[config.mk]
export PLATFORM = sky130hd
export DESIGN_NAME = mux_n_pipe
export DESIGN_NICKNAME = d
export VERILOG_FILES = /design/src/rtl/mux_n_pipe.sv
export SDC_FILE = /design/constraint.sdc
export NUM_CORES = 1
export LEC_CHECK = 0
export ABC_AREA = 1
export BUFFER_PORTS_ARGS = -buffer_cell sky130_fd_sc_hd__buf_2
export CELL_PAD_IN_SITES_DETAIL_PLACEMENT = 0
export CELL_PAD_IN_SITES_GLOBAL_PLACEMENT = 1
export CORE_ASPECT_RATIO = 1.5
export CORE_MARGIN = 2
export CORE_UTILIZATION = 35
export DETAILED_ROUTE_END_ITERATION = 10
export PLACE_DENSITY_LB_ADDON = 0.1
export SYNTH_ARGS = -nofsm -noshare
export SYNTH_HDL_FRONTEND = slang
export SYNTH_SLANG_ARGS = --single-unit
[constraint.sdc]
create_clock -name clk -period 3.9 [get_ports clk]
set_input_delay 1.17 -clock clk [delete_from_list [all_inputs] [get_ports clk]]
set_output_delay 1.17 -clock clk [all_outputs]
set_load 0.01 [all_outputs]
[src/rtl/mux_n_pipe.sv]
// N-channel WIDTH-bit selector into a 2-entry output buffer with valid/ready.
// Define MUX_SEL_CHECK_EN to add the sticky sel_err out-of-range flag.
module mux_n_pipe #(
  parameter int WIDTH = 32,
  parameter int N     = 4,
  parameter int SEL_W = $clog2(N)
) (
  input  logic               clk,
  input  logic               rst,
  input  logic [N*WIDTH-1:0] in_data,
  input  logic [N-1:0]       in_valid,
  output logic [N-1:0]       in_ready,
  input  logic [SEL_W-1:0]   sel,
  output logic [WIDTH-1:0]   out_data,
  output logic [SEL_W-1:0]   out_sel,
  output logic               out_valid,
  input  logic               out_ready
`ifdef MUX_SEL_CHECK_EN
  ,
  output logic               sel_err
`endif
);

  logic [1:0]       count;
  logic [WIDTH-1:0] b_data;
  logic [SEL_W-1:0] b_sel;
  logic [WIDTH-1:0] sel_data;
  logic             sel_hit;
  logic             push;
  logic             pop;

  // in_ready is masked during reset: reset discards any word offered then.
  always_comb begin
    sel_data = '0;
    sel_hit  = 1'b0;
    in_ready = '0;
    for (int i = 0; i < N; i++) begin
      if (sel == SEL_W'(i)) begin
        sel_hit     = 1'b1;
        sel_data    = in_data[i*WIDTH +: WIDTH];
        in_ready[i] = !rst && (count != 2'd2);
      end
    end
  end

  assign push      = |(in_valid & in_ready);
  assign out_valid = (count != 2'd0);
  assign pop       = out_valid && out_ready;

  always_ff @(posedge clk) begin
    if (rst) begin
      count    <= 2'd0;
      out_data <= '0;
      out_sel  <= '0;
      b_data   <= '0;
      b_sel    <= '0;
    end else begin
      if (pop && count == 2'd2) begin
        out_data <= b_data;
        out_sel  <= b_sel;
      end else if (push && (count == 2'd0 || pop)) begin
        out_data <= sel_data;
        out_sel  <= sel;
      end else if (push) begin
        b_data <= sel_data;
        b_sel  <= sel;
      end
      count <= count + {1'b0, push} - {1'b0, pop};
    end
  end

`ifdef MUX_SEL_CHECK_EN
  logic sel_bad;
  assign sel_bad = !sel_hit && (|in_valid);

  always_ff @(posedge clk) begin
    if (rst) begin
      sel_err <= 1'b0;
    end else if (sel_bad) begin
      sel_err <= 1'b1;
    end
  end

`ifndef SYNTHESIS
  always_ff @(posedge clk) begin
    if (!rst && sel_bad)
      $error("mux_n_pipe: sel %0d out of range with valid input", sel);
  end
`endif
`endif

endmodule

==> flow_metrics.env, run 1 <==
export IMPL_drt_first_pass_iters=4
export IMPL_hold_viol=0
export IMPL_grt_overflow=0
export IMPL_netlist_area_um2=4528
export IMPL_final_common_cell="nand2_1"
export IMPL_yosysTopAreaCell="dfxtp_1"
export IMPL_critical_path_endpoint_type="primary output"
export IMPL_critPathKind="input port to primary output"
export IMPL_fin_tns_setup_ns=0
export IMPL_cts_sinks=70
export IMPL_initialDrtViolationCount=207
export IMPL_ant_nets=0
export IMPL_tightest_slew_ns=0.7304
export IMPL_synth_compound_area_share_pct=11.94
export IMPL_p_leak_nw=3.007
export IMPL_track_usage_pct=20.30
export IMPL_cp_data_required_time_ns=2.73
export IMPL_grt_pass1_wl_um=22860
export IMPL_synthCells=747
export IMPL_syn_to_final_growth_pct=28.16
export IMPL_synth_adder_area_share_pct=0.5526
export IMPL_dpl_cell_area_um2=5466
export IMPL_final_cell_mix="nand2_1, buf_2, nand3_1, nor2_1, dfxtp_1"
export IMPL_post_route_min_period_ns=3.279
export IMPL_relSlewSlack_pct=51.21
export IMPL_dp_cells=1041
export IMPL_setup_viol=0
export IMPL_ctsHoldBuffers=0
export IMPL_critPathLaunchType="input port"
export IMPL_via_per_inst=4.754
export IMPL_cp_arrival_ns=2.11
export IMPL_skew_ns=0.005943
export IMPL_status="complete, no violations"
export IMPL_slew_violations=0
export IMPL_synth_edf_count=0
export IMPL_num_nets_final=1035
export IMPL_synth_xor_area_share_pct=0.1934
export IMPL_path_max_fanout=10
export IMPL_coreArea_um2=12570
export IMPL_io_buffers=175
export IMPL_clock_latency_ns=0.34
export IMPL_yosysUniqueCellTypes=22
export IMPL_synth_top_family_by_area="simple AND/OR/NAND/NOR gates"
export IMPL_drcViolationCount=0
export IMPL_maxCapViolCount=0
export IMPL_whs_ns=0.4720
export IMPL_fin_cells=1056
export IMPL_final_cell_area_um2=5803
export IMPL_first_global_vias=4522
export IMPL_dp_hpwl_um=10630
export IMPL_post_route_period_util_pct=84.07
export IMPL_rows=50
export IMPL_grt_max_degree=63
export IMPL_start_util_pct=36.01
export IMPL_die_x_um=96.87
export IMPL_dieArea_um2=13880
export IMPL_yosys_warnings=0
export IMPL_antenna_found_initial=0
export IMPL_gp_congestion=0.8152
export IMPL_vdd_ir_drop_worst_v=0.0002403
export IMPL_rsz0062_at_grt="no"
export IMPL_htreeDepth=3
export IMPL_async_flop_share_pct=0
export IMPL_ios=176
export IMPL_cts_clk_slew_worst_paths_ns=0.06
export IMPL_seq_area_frac_synth_pct=30.95
export IMPL_fillers=1387
export IMPL_wl_um=14000
export IMPL_synth_area_top_cells="dfxtp_1, nand2_1, nand3_1, nor2_1, or2_2"
export IMPL_synthMuxAreaShare_pct=0
export IMPL_cts_root_buffer="clkbuf_16"
export IMPL_cts_repair_resized=0
export IMPL_cts_tree="done"
export IMPL_synth_top_area_share_pct=30.95
export IMPL_numCtsBuffers=9
export IMPL_clockBufferDepth=2
export IMPL_hp_class="flip-flop to flip-flop"
export IMPL_vias=5020
export IMPL_synth_nets=886
export IMPL_antennaDiodeCount=0
export IMPL_routedWlPerCell_um=13.26
export IMPL_power_density_nw_per_um2=564.1
export IMPL_ys_flop_type="dfxtp_1"
export IMPL_die_h_um=143.3
export IMPL_synthSimpleGateAreaFrac_pct=46.56
export IMPL_post_synth_cell_area_avg_um2=6.062
export IMPL_synth_seq_cells=70
export IMPL_fmax_mhz=305.0
export IMPL_post_cts_setup_buffer_count=0
export IMPL_drive_above_1_share_pct=29.78
-- routing by layer --
layer  wire length (µm)  global-route usage, %
met2               6328                  31.91
met1               6656                  28.28
met3                805                  3.453
met4                213                  6.746
met5                  0                      0
-- registers in the layout, indices dropped and copies added, names as in the netlist --
| name | flops |
|---|---|
| out_sel | 2 |
| b_data | 32 |
| out_data | 32 |
| b_sel | 2 |
| count | 2 |
-- power by group --
group          leakage, nW  switching (W)  internal [W]
logic                 2.27       0.000809      0.000517
registers            0.572       0.000110      0.000910
clock network        0.161       0.000308      0.000620
-- through the flow --
stage                     power [W]  worst slack [ns]  utilization (%)
final                      0.003274            0.6213            46.15
after global routing       0.003544            0.4682            46.15
after CTS                  0.003313            0.5780            46.15
after detailed placement   0.002376            0.5849            43.47
after global placement     0.002345            0.5938            43.47
after floorplan            0.001961            0.8516                -
-- synth_stat cells (5+ instances only) --
| master | instances |
|---|---|
| or2_2 | 32 |
| dfxtp_1 | 70 |
| a21oi_2 | 20 |
| nand3_1 | 132 |
| nand2_1 | 212 |
| clkbuf_1 | 26 |
| nor2_1 | 99 |
| inv_1 | 41 |
| a21oi_1 | 24 |
| buf_4 | 5 |
| o21ai_0 | 37 |
| buf_2 | 19 |
| o21bai_1 | 8 |
-- kinds of logic (layout without fill, tap and decap cells) --
| group | after synthesis | in the layout |
|---|---|---|
| and+or+nand+nor | 486 | 486 |
| adders and majority gates | 2 | 2 |
| AOI/OAI and AO/OA | 89 | 89 |
| DFF | 70 | 70 |
| buffers and inverters | 99 | 252 |
| xor gates and xnor gates | 1 | 1 |
-- area by class of cell --
cell class | instances | area (µm²) | share of cell area (%)
clock buffer | 9 | 225.2 | 3.881
clock inverter | 6 | 111.4 | 1.919
inverter | 45 | 168.9 | 2.911
multi-input combinational | 578 | 2685 | 46.27
sequential | 70 | 1401 | 24.15
tap | 156 | 195.2 | 3.364
timing repair buffer | 192 | 1016 | 17.51
-- worst paths after layout --
path	start	to	slack, ns	cells past startpoint
setup / recovery	rst	in_ready[1]	0.62	5
hold / removal	out_data[1]	out_data[1]	0.47	2
setup reg to reg	count[0]	out_sel[0]	1.90	9
hold reg to reg	out_data[1]	out_data[1]	0.47	2
-- critical path, stage by stage --
cell     delay [ns]
buf_2          0.16
a21oi_1        0.18
inv_1          0.11
nor3_1         0.28
buf_2          0.20
(Power assumes the default switching activity.)
==> inputs of run 2 (changes only) <==
- CORE_UTILIZATION: 35 -> 33
- clock period: 3.9 -> 3.1 ns (I/O delays scaled with it)
==> run 2 against run 1 <==
Cell count is 0.57% higher; worst hold slack better by 0.0026 ns; sequential share of layout area is 0.093 points lower; largest cell class unchanged.
==> flow_metrics.env, run 2 (synthesized netlist as in run 1, its figures left out) <==
export IMPL_critical_path_endpoint_type="primary output"
export IMPL_ios=176
export IMPL_io_buffers=175
export IMPL_vias=5017
export IMPL_setup_viol=0
export IMPL_track_usage_pct=19.21
export IMPL_cts_tree="done"
export IMPL_antennaDiodeCount=0
export IMPL_wl_um=14040
export IMPL_cts_repair_resized=0
export IMPL_relSlewSlack_pct=52.11
export IMPL_routedWlPerCell_um=13.22
export IMPL_clock_latency_ns=0.34
export IMPL_coreArea_um2=13470
export IMPL_first_global_vias=4600
export IMPL_die_h_um=147.5
export IMPL_clockBufferDepth=2
export IMPL_htreeDepth=3
export IMPL_syn_to_final_growth_pct=28.65
export IMPL_drcViolationCount=0
export IMPL_maxCapViolCount=0
export IMPL_hold_viol=0
export IMPL_cp_data_required_time_ns=2.17
export IMPL_antenna_found_initial=0
export IMPL_cts_clk_slew_worst_paths_ns=0.06
export IMPL_dieArea_um2=14690
export IMPL_slew_violations=0
export IMPL_layout_setup_ws_ns=0.3559
export IMPL_p_leak_nw=3.009
export IMPL_critPathKind="input port to primary output"
export IMPL_via_per_inst=4.724
export IMPL_cts_sinks=70
export IMPL_die_x_um=99.65
export IMPL_drt_first_pass_iters=5
export IMPL_ff_latch_area_um2=1401
export IMPL_ant_nets=0
export IMPL_status="complete, no violations"
export IMPL_dp_slack_ns=0.2627
export IMPL_grt_pass1_wl_um=22770
export IMPL_fmax_mhz=364.4
export IMPL_final_cell_mix="nand2_1, buf_2, nand3_1, nor2_1, dfxtp_1"
export IMPL_gp_congestion=0.8469
export IMPL_grt_max_degree=63
export IMPL_cp_arrival_ns=1.81
export IMPL_skew_ns=0.006304
export IMPL_critPathLaunchType="input port"
export IMPL_fin_tns_setup_ns=0
export IMPL_post_route_min_period_ns=2.744
export IMPL_ctsHoldBuffers=0
export IMPL_tightest_slew_ns=0.7169
export IMPL_path_max_fanout=25
export IMPL_num_nets_final=1034
export IMPL_rows=52
export IMPL_cts_root_buffer="clkbuf_16"
export IMPL_power_density_nw_per_um2=704.8
export IMPL_vdd_ir_drop_worst_v=0.0003160
export IMPL_hp_class="flip-flop to flip-flop"
export IMPL_numCtsBuffers=9
export IMPL_post_route_period_util_pct=88.52
export IMPL_final_common_cell="nand2_1"
export IMPL_multi_input_area_um2=2685
export IMPL_rsz0062_at_grt="no"
export IMPL_whs_ns=0.4746
export IMPL_drive_above_1_share_pct=29.78
export IMPL_initialDrtViolationCount=235
export IMPL_fillers=1517
export IMPL_dp_hpwl_um=10870
export IMPL_start_util_pct=33.62
export IMPL_post_cts_setup_buffer_count=0
export IMPL_grt_overflow=0
export IMPL_rrSetupSlack_ns=1.17
export IMPL_largestRegisters="b_data x32, out_data x32"
## run 2: cell count changes in the layout (fill, tap and decap cells not counted), sizes merged
cell | previous run | this run
buf | 192 | 191
bufinv | 3 | 2
clkbuf | 9 | 11
## run 2: layout make-up
type	instances	area share, %
Multi-Input combinational cell	578	46.09
Inverter	45	2.899
Clock buffer	11	4.338
Sequential cell	70	24.05
Timing Repair Buffer	191	17.74
Tap cell	162	3.479
Clock inverter	5	1.396
## run 2: where the power goes
| part | internal [W] | switching (W) | leakage, nW |
|---|---|---|---|
| Clock | 0.000748 | 0.000394 | 0.162 |
| Combinational | 0.000664 | 0.00102 | 2.28 |
| Sequential | 0.00114 | 0.000133 | 0.572 |
## run 2: path summary, 6_finish.rpt
check                    from          end  cells past startpoint
hold / removal    out_data[7]  out_data[7]                      2
setup / recovery       sel[1]  in_ready[2]                      4
setup reg to reg     count[0]     count[1]                     11
hold reg to reg   out_data[7]  out_data[7]                      2
## run 2: metrics by stage
step	total power (W)	utilization [%]	area (µm²)	cells
3_5_place_dp	0.003010	40.77	5492	1046
2_1_floorplan	0.002467	-	4528	747
3_3_place_gp	0.002982	40.77	5492	1046
4_1_cts	0.004168	43.26	5826	1062
5_1_grt	0.004420	43.26	5826	1062
6_report	0.004106	43.26	5826	1062
## run 2: metal layers
metal  wire, µm  share of wire [%]  vias up  global-route usage, %
met5          0                  0        -                      0
met4        200                1.4        0                  6.096
met3        870                6.2       17                  3.546
met2       6322                 45      184                  29.93
met1       6651                 47     2133                  26.81
li1           -                  -     2683                      -
## run 2: worst max-delay path, cell delays in order
cell	delay, ns
buf_2	0.35
inv_2	0.17
nor3_1	0.21
buf_2	0.16
